<file path="src/rtl/cic_comp_fir_pkg.sv">
`default_nettype none
// ============================================================================
// Module      : cic_comp_fir_pkg
// Description : Shared FSM encoding, default compensation coefficient table
//               and elaboration helpers for the CIC compensation FIR.
// Revision    : 1.0 - initial release
// ============================================================================
package cic_comp_fir_pkg;

    // FSM encoding: IDLE, MAC, ROUND, OUT
    typedef logic [1:0] state_t;
    localparam state_t c_st_idle  = 2'd0;
    localparam state_t c_st_mac   = 2'd1;
    localparam state_t c_st_round = 2'd2;
    localparam state_t c_st_out   = 2'd3;

    // Symmetric droop-compensation taps, Q1.15; the sum is 32768 for unity DC gain.
    localparam int c_coef_len = 32;
    localparam logic signed [15:0] c_coef_table [c_coef_len] = '{
        -16'sd10,  -16'sd20,  -16'sd30,  -16'sd25,    16'sd0,   16'sd40,
         16'sd80,  16'sd100,   16'sd60,  -16'sd50, -16'sd200, -16'sd350,
        -16'sd300, 16'sd200, 16'sd1500, 16'sd15389,
         16'sd15389, 16'sd1500, 16'sd200, -16'sd300, -16'sd350, -16'sd200,
        -16'sd50,  16'sd60,  16'sd100,   16'sd80,   16'sd40,    16'sd0,
        -16'sd25, -16'sd30,  -16'sd20,  -16'sd10
    };

    function automatic int clog2(input int value);
        int r;
        r = 0;
        for (int i = 0; i < 31; i++) begin
            if ((1 << i) < value) begin
                r = i + 1;
            end
        end
        return r;
    endfunction

    function automatic logic signed [15:0] coef_at(input int k);
        logic [4:0] idx;
        idx = k[4:0];
        if (k < 0 || k >= c_coef_len) begin
            return '0;
        end
        return c_coef_table[idx];
    endfunction

endpackage
`default_nettype wire

</file>
<file path="src/rtl/cic_comp_coef_rom.sv">
`default_nettype none
// ============================================================================
// Module      : cic_comp_coef_rom
// Description : Coefficient ROM with a registered read (one cycle latency).
// Revision    : 1.0 - initial release
// ============================================================================
module cic_comp_coef_rom
    import cic_comp_fir_pkg::*;
#(
    parameter int COEF_WIDTH = 16,
    parameter int DEPTH      = 32,
    parameter int AW         = 5
) (
    input  logic                         clk,
    input  logic [AW-1:0]                i_addr,
    output logic signed [COEF_WIDTH-1:0] o_coef
);

    always_ff @(posedge clk) begin
        if (int'(i_addr) < DEPTH) begin
            o_coef <= COEF_WIDTH'(coef_at(int'(i_addr)));
        end else begin
            o_coef <= '0;
        end
    end

endmodule
`default_nettype wire

</file>
<file path="src/rtl/cic_comp_fir.sv">
`default_nettype none
// ============================================================================
// Module      : cic_comp_fir
// Description : CIC droop-compensation FIR, sequential single-multiplier MAC,
//               optional 2:1 decimation, rounded/saturated valid/ready output.
//               Build option: CIC_COMP_FIR_SYMMETRIC_EN folds symmetric taps.
// Revision    : 1.0 - initial release
// ============================================================================
module cic_comp_fir
    import cic_comp_fir_pkg::*;
#(
    parameter int IN_WIDTH   = 32,
    parameter int OUT_WIDTH  = 16,
    parameter int COEF_WIDTH = 16,
    parameter int TAPS       = 32,
    parameter int ACC_WIDTH  = 56,
    parameter int SHIFT      = 15,
    parameter int DECIM      = 2
) (
    input  logic                 clk,
    input  logic                 rst,
    input  logic [IN_WIDTH-1:0]  in_data,
    input  logic                 in_valid,
    output logic [OUT_WIDTH-1:0] out_data,
    output logic                 out_valid,
    input  logic                 out_ready,
    input  logic                 clr_status,
    output logic                 overrun,
    output logic                 sat
);

`ifdef CIC_COMP_FIR_SYMMETRIC_EN
    localparam int c_mac_cycles = TAPS / 2;
`else
    localparam int c_mac_cycles = TAPS;
`endif
    localparam int c_aw = clog2(TAPS);
    localparam int c_xw = IN_WIDTH + 1;
    localparam int c_pw = c_xw + COEF_WIDTH;
    localparam logic [c_aw-1:0] c_last_ptr = c_aw'(TAPS - 1);
    localparam logic [c_aw-1:0] c_mac_last = c_aw'(c_mac_cycles - 1);
    localparam bit c_no_decim = (DECIM == 1);
    localparam logic signed [ACC_WIDTH-1:0] c_half    = ACC_WIDTH'(64'sd1 <<< (SHIFT - 1));
    localparam logic signed [ACC_WIDTH-1:0] c_out_max = ACC_WIDTH'((64'sd1 <<< (OUT_WIDTH - 1)) - 64'sd1);
    localparam logic signed [ACC_WIDTH-1:0] c_out_min = ~c_out_max;

    state_t                        r_state;
    logic signed [IN_WIDTH-1:0]    r_line [TAPS];
    logic [c_aw-1:0]               r_wptr;
    logic [c_aw-1:0]               r_rptr_a;
    logic [c_aw-1:0]               r_k;
    logic                          r_phase;
    logic                          r_pend_valid;
    logic signed [IN_WIDTH-1:0]    r_pend_data;
    logic signed [ACC_WIDTH-1:0]   r_acc;
    logic signed [OUT_WIDTH-1:0]   r_result;
    logic signed [OUT_WIDTH-1:0]   r_out_data;
    logic                          r_out_valid;
    logic                          r_overrun;
    logic                          r_sat;

    logic                          w_idle;
    logic                          w_accept;
    logic signed [IN_WIDTH-1:0]    w_accept_data;
    logic                          w_phase_wrap;
    logic                          w_trigger;
    logic [c_aw-1:0]               w_wptr_next;
    logic [c_aw-1:0]               w_rptr_a_dec;
    logic [c_aw-1:0]               w_rom_addr;
    logic signed [COEF_WIDTH-1:0]  w_coef;
    logic signed [IN_WIDTH-1:0]    w_xa;
    logic signed [c_xw-1:0]        w_x_op;
    logic signed [c_pw-1:0]        w_x_ext;
    logic signed [c_pw-1:0]        w_c_ext;
    logic signed [c_pw-1:0]        w_prod;
    logic signed [ACC_WIDTH-1:0]   w_prod_ext;
    logic signed [ACC_WIDTH-1:0]   w_sum;
    logic signed [ACC_WIDTH-1:0]   w_shifted;
    logic                          w_clip_hi;
    logic                          w_clip_lo;
    logic signed [OUT_WIDTH-1:0]   w_clip_val;
    logic                          w_load;
    logic                          w_result_drop;
    logic                          w_pend_drop;
    logic                          w_sat_evt;
    logic                          w_ovr_evt;

    // A held pending sample is always consumed before a fresh strobe.
    assign w_idle        = (r_state == c_st_idle);
    assign w_accept      = w_idle && (r_pend_valid || in_valid);
    assign w_accept_data = r_pend_valid ? r_pend_data : in_data;
    assign w_phase_wrap  = c_no_decim || r_phase;
    assign w_trigger     = w_accept && w_phase_wrap;
    assign w_wptr_next   = (r_wptr == c_last_ptr) ? '0 : r_wptr + c_aw'(1);
    assign w_rptr_a_dec  = (r_rptr_a == '0) ? c_last_ptr : r_rptr_a - c_aw'(1);
    assign w_pend_drop   = in_valid && !w_idle && r_pend_valid;

    // ROM address runs one tap ahead so the registered coefficient lines up with r_k.
    assign w_rom_addr = (r_state == c_st_mac && r_k != c_mac_last) ? r_k + c_aw'(1) : '0;

    cic_comp_coef_rom #(
        .COEF_WIDTH (COEF_WIDTH),
        .DEPTH      (c_mac_cycles),
        .AW         (c_aw)
    ) u_rom (
        .clk    (clk),
        .i_addr (w_rom_addr),
        .o_coef (w_coef)
    );

    assign w_xa = r_line[r_rptr_a];

`ifdef CIC_COMP_FIR_SYMMETRIC_EN
    logic [c_aw-1:0]            r_rptr_b;
    logic signed [IN_WIDTH-1:0] w_xb;

    assign w_xb   = r_line[r_rptr_b];
    assign w_x_op = {w_xa[IN_WIDTH-1], w_xa} + {w_xb[IN_WIDTH-1], w_xb};

    // Walks forward from the oldest sample, mirroring r_rptr_a.
    always_ff @(posedge clk) begin
        if (rst) begin
            r_rptr_b <= '0;
        end else if (w_idle && w_trigger) begin
            r_rptr_b <= w_wptr_next;
        end else if (r_state == c_st_mac) begin
            r_rptr_b <= (r_rptr_b == c_last_ptr) ? '0 : r_rptr_b + c_aw'(1);
        end
    end
`else
    assign w_x_op = {w_xa[IN_WIDTH-1], w_xa};
`endif

    assign w_x_ext    = {{(c_pw - c_xw){w_x_op[c_xw-1]}}, w_x_op};
    assign w_c_ext    = {{(c_pw - COEF_WIDTH){w_coef[COEF_WIDTH-1]}}, w_coef};
    assign w_prod     = w_x_ext * w_c_ext;
    assign w_prod_ext = {{(ACC_WIDTH - c_pw){w_prod[c_pw-1]}}, w_prod};

    assign w_sum      = r_acc + c_half;
    assign w_shifted  = w_sum >>> SHIFT;
    assign w_clip_hi  = (w_shifted > c_out_max);
    assign w_clip_lo  = (w_shifted < c_out_min);
    assign w_clip_val = w_clip_hi ? {1'b0, {(OUT_WIDTH - 1){1'b1}}} :
                        w_clip_lo ? {1'b1, {(OUT_WIDTH - 1){1'b0}}} :
                                    w_shifted[OUT_WIDTH-1:0];

    // Consumer acceptance frees the output register in the same cycle.
    assign w_load        = (r_state == c_st_out) && (!r_out_valid || out_ready);
    assign w_result_drop = (r_state == c_st_out) && r_out_valid && !out_ready;
    assign w_sat_evt     = (r_state == c_st_round) && (w_clip_hi || w_clip_lo);
    assign w_ovr_evt     = w_pend_drop || w_result_drop;

    always_ff @(posedge clk) begin
        if (rst) begin
            for (int i = 0; i < TAPS; i++) begin
                r_line[i] <= '0;
            end
            r_wptr  <= '0;
            r_phase <= 1'b0;
        end else if (w_accept) begin
            r_line[r_wptr] <= w_accept_data;
            r_wptr         <= w_wptr_next;
            r_phase        <= ~w_phase_wrap;
        end
    end

    always_ff @(posedge clk) begin
        if (rst) begin
            r_pend_valid <= 1'b0;
            r_pend_data  <= '0;
        end else if (w_idle) begin
            if (r_pend_valid) begin
                r_pend_valid <= in_valid;
                if (in_valid) begin
                    r_pend_data <= in_data;
                end
            end
        end else if (in_valid && !r_pend_valid) begin
            r_pend_valid <= 1'b1;
            r_pend_data  <= in_data;
        end
    end

    always_ff @(posedge clk) begin
        if (rst) begin
            r_state  <= c_st_idle;
            r_k      <= '0;
            r_rptr_a <= '0;
            r_acc    <= '0;
            r_result <= '0;
        end else begin
            case (r_state)
                c_st_idle: begin
                    if (w_trigger) begin
                        r_state  <= c_st_mac;
                        r_k      <= '0;
                        r_acc    <= '0;
                        r_rptr_a <= r_wptr;
                    end
                end
                c_st_mac: begin
                    r_acc    <= r_acc + w_prod_ext;
                    r_k      <= r_k + c_aw'(1);
                    r_rptr_a <= w_rptr_a_dec;
                    if (r_k == c_mac_last) begin
                        r_state <= c_st_round;
                    end
                end
                c_st_round: begin
                    r_result <= w_clip_val;
                    r_state  <= c_st_out;
                end
                default: begin
                    r_state <= c_st_idle;
                end
            endcase
        end
    end

    always_ff @(posedge clk) begin
        if (rst) begin
            r_out_data  <= '0;
            r_out_valid <= 1'b0;
        end else if (w_load) begin
            r_out_data  <= r_result;
            r_out_valid <= 1'b1;
        end else if (r_out_valid && out_ready) begin
            r_out_valid <= 1'b0;
        end
    end

    // A flag event in the same cycle as clr_status keeps the flag set.
    always_ff @(posedge clk) begin
        if (rst) begin
            r_overrun <= 1'b0;
            r_sat     <= 1'b0;
        end else begin
            if (w_ovr_evt) begin
                r_overrun <= 1'b1;
            end else if (clr_status) begin
                r_overrun <= 1'b0;
            end
            if (w_sat_evt) begin
                r_sat <= 1'b1;
            end else if (clr_status) begin
                r_sat <= 1'b0;
            end
        end
    end

    assign out_data  = r_out_data;
    assign out_valid = r_out_valid;
    assign overrun   = r_overrun;
    assign sat       = r_sat;

endmodule
`default_nettype wire

</file>
<file path="config.mk">
export PLATFORM = sky130hd
export DESIGN_NAME = cic_comp_fir
export DESIGN_NICKNAME = d
export VERILOG_FILES = /design/src/rtl/cic_comp_fir_pkg.sv /design/src/rtl/cic_comp_coef_rom.sv /design/src/rtl/cic_comp_fir.sv
export SDC_FILE = /design/constraint.sdc
export NUM_CORES = 2
export LEC_CHECK = 0
export ABC_AREA = 1
export ABC_CLOCK_PERIOD_IN_PS = 7210
export CAP_MARGIN = 20
export CORE_UTILIZATION = 58
export DETAILED_ROUTE_END_ITERATION = 6
export PLACE_DENSITY = 0.81
export SYNTH_ARGS = -nofsm -noshare
export SYNTH_HDL_FRONTEND = slang
export SYNTH_HIERARCHICAL = 1
export SYNTH_SLANG_ARGS = --single-unit
</file>
<file path="constraint.sdc">
create_clock -name clk -period 7.21 [get_ports clk]
set_input_delay 1.0815 -clock clk [delete_from_list [all_inputs] [get_ports clk]]
set_output_delay 1.0815 -clock clk [all_outputs]
set_load 0.02 [all_outputs]
</file>
**Word level (Yosys, flattened, before mapping)**

Memories as Yosys holds them, arrays and structs flattened. A register that Yosys moved wholly into a read port is not among the register bits.
Index checks and enable logic that the tools add are counted.

- Flip-flop bits (word level): 142
- Memory bits (read-only): 512
- Bits in latches: 0
- Memory bits (writable): 1024
- Memories kept: 2
- Logic and storage cells: 102

Memories:

| memory | words | width | rd ports | clocked after memory_dff | wr ports | line | source |
|---|---|---|---|---|---|---|---|
| r_line | 32 | 32 | 1 | 1 | 32 | cic_comp_fir.sv:48 | `logic signed [IN_WIDTH-1:0] r_line [TAPS];` |
| (no name shown) | 32 | 16 | 1 | 1 | 0 | cic_comp_fir_pkg.sv:45 | `return c_coef_table[idx];` |

- Equal/unequal tests: 10
- Multiplexer cells: 37
- Magnitude comparators: 2
- Div/mod/pow operators: 0
- $add $sub $neg: 5
- Shift operators: 0
- Bitwise logic cells: 2
- Multiply operators: 1
- Reduce and logical (&&, ||, !) cells: 30

Operators by type and width:

| operator | count |
|---|---|
| 32-bit two-way mux | 6 |
| 56-bit one-hot mux with 2 select lines | 1 |
| 56-bit by 16-bit adder with 56-bit output (second input constant) | 1 |
| 56-bit by 48-bit adder with 56-bit output | 1 |
| 56-bit two-way mux | 1 |
| 32-bit by 16-bit multiplier with 48-bit output | 1 |
| 41-bit by 16-bit greater-than comparator with 1-bit output (second input constant) | 1 |
| 41-bit by 16-bit less-than comparator with 1-bit output (second input constant) | 1 |
| 5-bit two-way mux | 8 |
| 16-bit two-way mux | 2 |
| 32-bit OR reduction | 1 |
| 5-bit one-hot mux with 2 select lines | 2 |
| 1-bit two-way mux | 14 |
| 1-bit logical AND | 11 |
| 5-bit by 1-bit adder with 5-bit output (second input constant) | 2 |
| 5-bit equality test (second input constant) | 2 |
| 2-bit nonzero test | 5 |
| 5-bit NOT with 6-bit output | 1 |
| 2-bit one-hot mux with 3 select lines | 1 |
| 5-bit logical NOT | 1 |
| 5-bit inequality test (second input constant) | 1 |
| 5-bit by 1-bit subtractor with 5-bit output (second input constant) | 1 |
| 2-bit equality test (second input constant) | 2 |
| 1-bit logical NOT | 4 |
| other kinds (9) | 16 |

**Depth between registers and ports, before layout**

- Depth after elaboration: 7
- Gate-level depth with buffers: 41
- Gate-level depth less buffers: 36

**Cells and area by module**

Netlist, hierarchy kept.

By module, submodules not included:

| module | times used | area an instance (um^2) | cells each | sequential area each (um^2) |
|---|---|---|---|---|
| cic_comp_fir | 1 | 72298.1 | 7685 | 33692.3 |
| cic_comp_coef_rom | 1 | 928.4 | 143 | 240.2 |

**Worst setup path after synthesis**

OpenSTA, ideal clock, no wires.

- Path type: reg2reg
- From: register (tool-made name)
- To: register r_acc[46]
- Arrival time: 6.783 ns
- Setup time: 0.132 ns
- Cell stages (with the launch flop): 33
- Path slack: 0.295 ns
- Path through: dfxtp_1 > buf_2 > buf_4 > buf_2 > o21ai_0 > o221ai_1 > nand3_1 > nand3_1 > nand2_1 > inv_1 > nand2_1 > fa_1 > inv_1 > fa_1 > inv_1 > fa_1 > inv_1 > fa_1 > fa_1 > inv_1 > fa_1 > inv_1 > ha_1 > nand2_1 > nor2_1 > inv_1 > nor2_1 > nand2_1 > or2_2 > o221ai_1 > a21oi_1 > o21ai_0 > a21oi_1

RTL lines:

| element | line | source |
|---|---|---|
| end signal: assignment | cic_comp_fir.sv:202 | `r_acc <= r_acc + w_prod_ext;` |
| end: declaration | cic_comp_fir.sv:55 | `logic signed [ACC_WIDTH-1:0] r_acc;` |

==> results.md <==
- Once placement completed, the tool counted placed cells totaling between 9000 and 10000.
- The die width is roughly 360 µm.
- Dividing the detail-routed via count by the number of cells gives about 6.5.
- Fill cells in the final layout number a little over 8000.
- For the worst setup path, the data required time is just under 8 ns.
- The number of failing hold endpoints at the final stage was 0.
- For this run, the share of the core covered by cells in the final layout is between 70 and 80%.
- The average wire per cell in the routed design is ~27 µm.
- The global placer's final weighted congestion is 0.981.
- The commonest cells after synthesis are sky130_fd_sc_hd__nor2_1 (2147), sky130_fd_sc_hd__edfxtp_1 (1024), sky130_fd_sc_hd__nand2_1 (804).
- The TritonCTS sink count is about 1200.
- The flop and latch count out of synthesis is between 1000 and 1500.
- The count of standard-cell rows is 130.
- The source-to-sink clock delay at the later pin of the worst-skew pair is 0.82 ns.
- TritonCTS built the clock tree.
- The most frequently used flop master after synthesis is sky130_fd_sc_hd__edfxtp_1.
- The post-route standard cell area excluding fillers is 0.0883 mm².
- In the post-synthesis netlist, the biggest area contributors are sky130_fd_sc_hd__edfxtp_1 (42%), sky130_fd_sc_hd__fa_1 (16%), sky130_fd_sc_hd__nor2_1 (11%).
- The maximum fanout along the worst path is 13.
- The post-detailed-routing wire length is about 270 mm.
- The mapped netlist covers roughly 0.073 mm².
- The number of iterations in the first detailed-routing pass is 7.
- The remaining global-route overflow is 0.
- Each instance of the synthesized netlist takes up on average about 9.4 µm².
- Relative to the synthesized area, the layout overhead comes to 20.5%.
- The sequential fraction of the synthesis area is 46.3%.
- In the final timing run, aggregate negative setup slack is -18.90 ns.
- Detailed placement finished with a half-perimeter wire length of ~160 mm.
- The die extent in y is ~360 µm.
- Counting along the longest clock path gives a buffer depth of 3.
- The total track usage is 39.8%.
- The kind of critical path is reg -> reg.
- The stage delay of the slowest cell on the critical path is roughly 0.85 ns.
- In the final layout, the share of cells above drive strength 1 is 18.0%.
- The non-filler instance count after layout is roughly 10000.
- Dividing the final minimum period by the clock period gives 110%.
- During placement, the flow inserted port buffers numbering 55.
- Setup violations remaining at the end of the flow were counted as 40.
- The largest total area in the synthesized netlist belongs to sky130_fd_sc_hd__edfxtp_1.
- The synthesized instance count is a little under 8000.
- The number of global-route vias before repair is 63900.
- The area occupied by registers is 0.0340 mm².
- In the final design database the tool counted around 9000 nets.
- The worst clock skew on the final layout is 0.103 ns.
- For the pin with the worst max-slew slack, the measured transition is ~1.2 ns.
- The path class of the tightest hold or removal check is reg -> reg.
- Pin placement for this block handled 56 I/O pins.
- Across all setup checks in the final design, the least slack found is -0.697 ns.
- The area of the die is between 0.1 and 0.15 mm².
- In this run, synthesis inferred roughly 1000 flip-flops with an integrated enable.
- The proportion of register bits with asynchronous set or reset after synthesis is 0%.
- The multi-input logic area is 0.0366 mm².
- The final number of max-transition violations is 0.
- The remaining design rule violation count is between 200 and 250.
- The cell area after placement is ~0.08 mm².
- The worst-case headroom to the max-slew limit is between 20% and 30%.
- The total number of yosys warnings is 6.
- The setup slack of the worst register-to-register path is -0.70 ns.
- The number of antenna violations at the first check in global routing came to 9.
- The cell chosen for the clock root is sky130_fd_sc_hd__clkbuf_16.
- The endpoint class of the critical path is a flop.
- Once the floorplan was initialized, standard cells occupied about three fifths of the core.
- The number of distinct standard cells referenced by the synthesized netlist is 47.
- Across the run, the number of max-cap violations was 0.
- The most frequent cell after synthesis is sky130_fd_sc_hd__nor2_1.
- The flow ran to the end, but the final reports show violations.
- The worst setup path is launched from a flop.
- The number of vias in the routed layout is ~65000.
- The number of DRC violations after detailed-routing iteration 0 is between 10000 and 15000.
- The detail route stage leaves a number of antenna-violating nets equal to 0.
- The core region is around 0.13 mm².
- Counting every net in the synthesized netlist gives around 8600.
- The pin count of the biggest net entering global routing is between 60 and 70.
- The highest attainable clock frequency is 0.126 GHz.
- After clock tree synthesis, the clock-pin slew on the worst setup and hold paths is 0.07 ns.
- The synthesized design devotes to its leading area cell type a little over two fifths of total area.
- The first global-routing pass estimated 379 mm of wire.
- Setup repair after global routing could not meet its margin everywhere.
- The final reports fail on design-rule violations, negative setup slack.
- The slowest stage cell on the critical path is sky130_fd_sc_hd__o211ai_1.
- The number of buffers created by CTS is ~120.
- The H-tree was split into 3 levels.
- Data arrives at the worst endpoint at 8.51 ns.
- The worst path in the final design needs a cycle of 7.91 ns, including I/O delays and setup.
-- through the flow --
step                setup slack, ns  hold slack [ns]
floorplan                     0.295            0.441
global placement             -0.387            0.451
detailed placement           -0.450            0.462
CTS                         -0.0218            0.475
global route                 -0.828            0.495
finish                       -0.697            0.469
-- flip-flops by register name (all words and copies together) (netlist names), 5 cells and up, named ones only --
name,count
r_wptr,5
r_pend_data,32
r_result,16
r_rptr_a,5
out_data,16
r_line,1024
r_acc,56
u_rom/o_coef,12
r_k,5
-- cell usage in the layout (no fill, tap or decap), drive strengths merged, types with 3 or more instances in the layout --
master / netlist / routed
nand2: 811 / 811
a211oi: 4 / 4
or2: 12 / 12
nand3: 197 / 197
clkbuf: 441 / 163
nor3: 18 / 18
buf: 78 / 765
mux2i: 32 / 32
and3: 4 / 4
xor2: 21 / 21
nor2: 2157 / 2157
inv: 829 / 835
nor4: 3 / 3
dfxtp: 159 / 159
o221ai: 193 / 193
o22ai: 67 / 67
a221oi: 4 / 4
o211ai: 28 / 28
edfxtp: 1024 / 1024
xnor2: 6 / 6
bufbuf: 0 / 5
a31oi: 24 / 24
o21ai: 719 / 719
a21o: 13 / 13
o21bai: 21 / 21
ha: 168 / 168
fa: 570 / 570
a21boi: 3 / 3
a21oi: 175 / 175
bufinv: 0 / 13
nand3b: 6 / 6
clkinv: 6 / 64
diode: 0 / 6
clkdlybuf4s50: 0 / 54
nand4: 31 / 31
-- critical path: cells and delay by family, from the launching register on --
family	cells	cell delay, ns
adders and majority gates	7	3.20
AOI/OAI and AO/OA	6	1.41
and+or+nand+nor	15	1.35
buffers and inverters	10	1.24
DFF	1	0.46
-- layer usage --
metal | vias up | part of all wire, % | global-route usage (%)
met2 | 6348 | 43 | 60.7
met3 | 1804 | 16 | 12.4
li1 | 26600 | - | -
met4 | 8 | 10 | 31.4
met1 | 30600 | 31 | 46.9
met5 | - | 0.064 | 0.0741
-- logic make-up after synthesis --
| logic type | Yosys count | synth area share, % |
|---|---|---|
| and+or+nand+nor | 3240 | 17.3 |
| buffers and inverters | 1354 | 7.15 |
| AOI/OAI and AO/OA | 1254 | 10.0 |
| DFF | 1183 | 46.3 |
| adders and majority gates | 738 | 18.5 |
| muxes | 32 | 0.437 |
| xor gates and xnor gates | 27 | 0.323 |
-- repair_timing --
action | CTS | global route
cloned | 17 | 17
endpoints found under the hold margin | 0 | 0
pin swaps | 134 | 91
setup buffers | 40 | 48
endpoints found under the setup margin | 42 | 44
hold buffers | 0 | 0
resized for setup | 384 | 378
-- worst paths after layout --
path | from | end | cells past startpoint
setup / recovery | flop | r_acc[33] | 38
hold / removal | r_acc[2] | r_acc[2] | 2
setup reg to reg | flop | r_acc[33] | 38
hold reg to reg | r_acc[2] | r_acc[2] | 2
-- area by class of cell --
cell class / count / share of cell area (%)
Timing Repair inverter: 2 / 0.0369
Tap cell: 1650 / 2.34
Sequential cell: 1183 / 38.5
Clock buffer: 147 / 3.56
Clock inverter: 77 / 0.987
Multi-Input combinational cell: 5291 / 41.4
Antenna cell: 6 / 0.0170
Inverter: 835 / 3.68
Timing Repair Buffer: 840 / 9.48
Power is not shown: default switching activity piles up to over one toggle a cycle in this logic, so the estimate is an artifact.
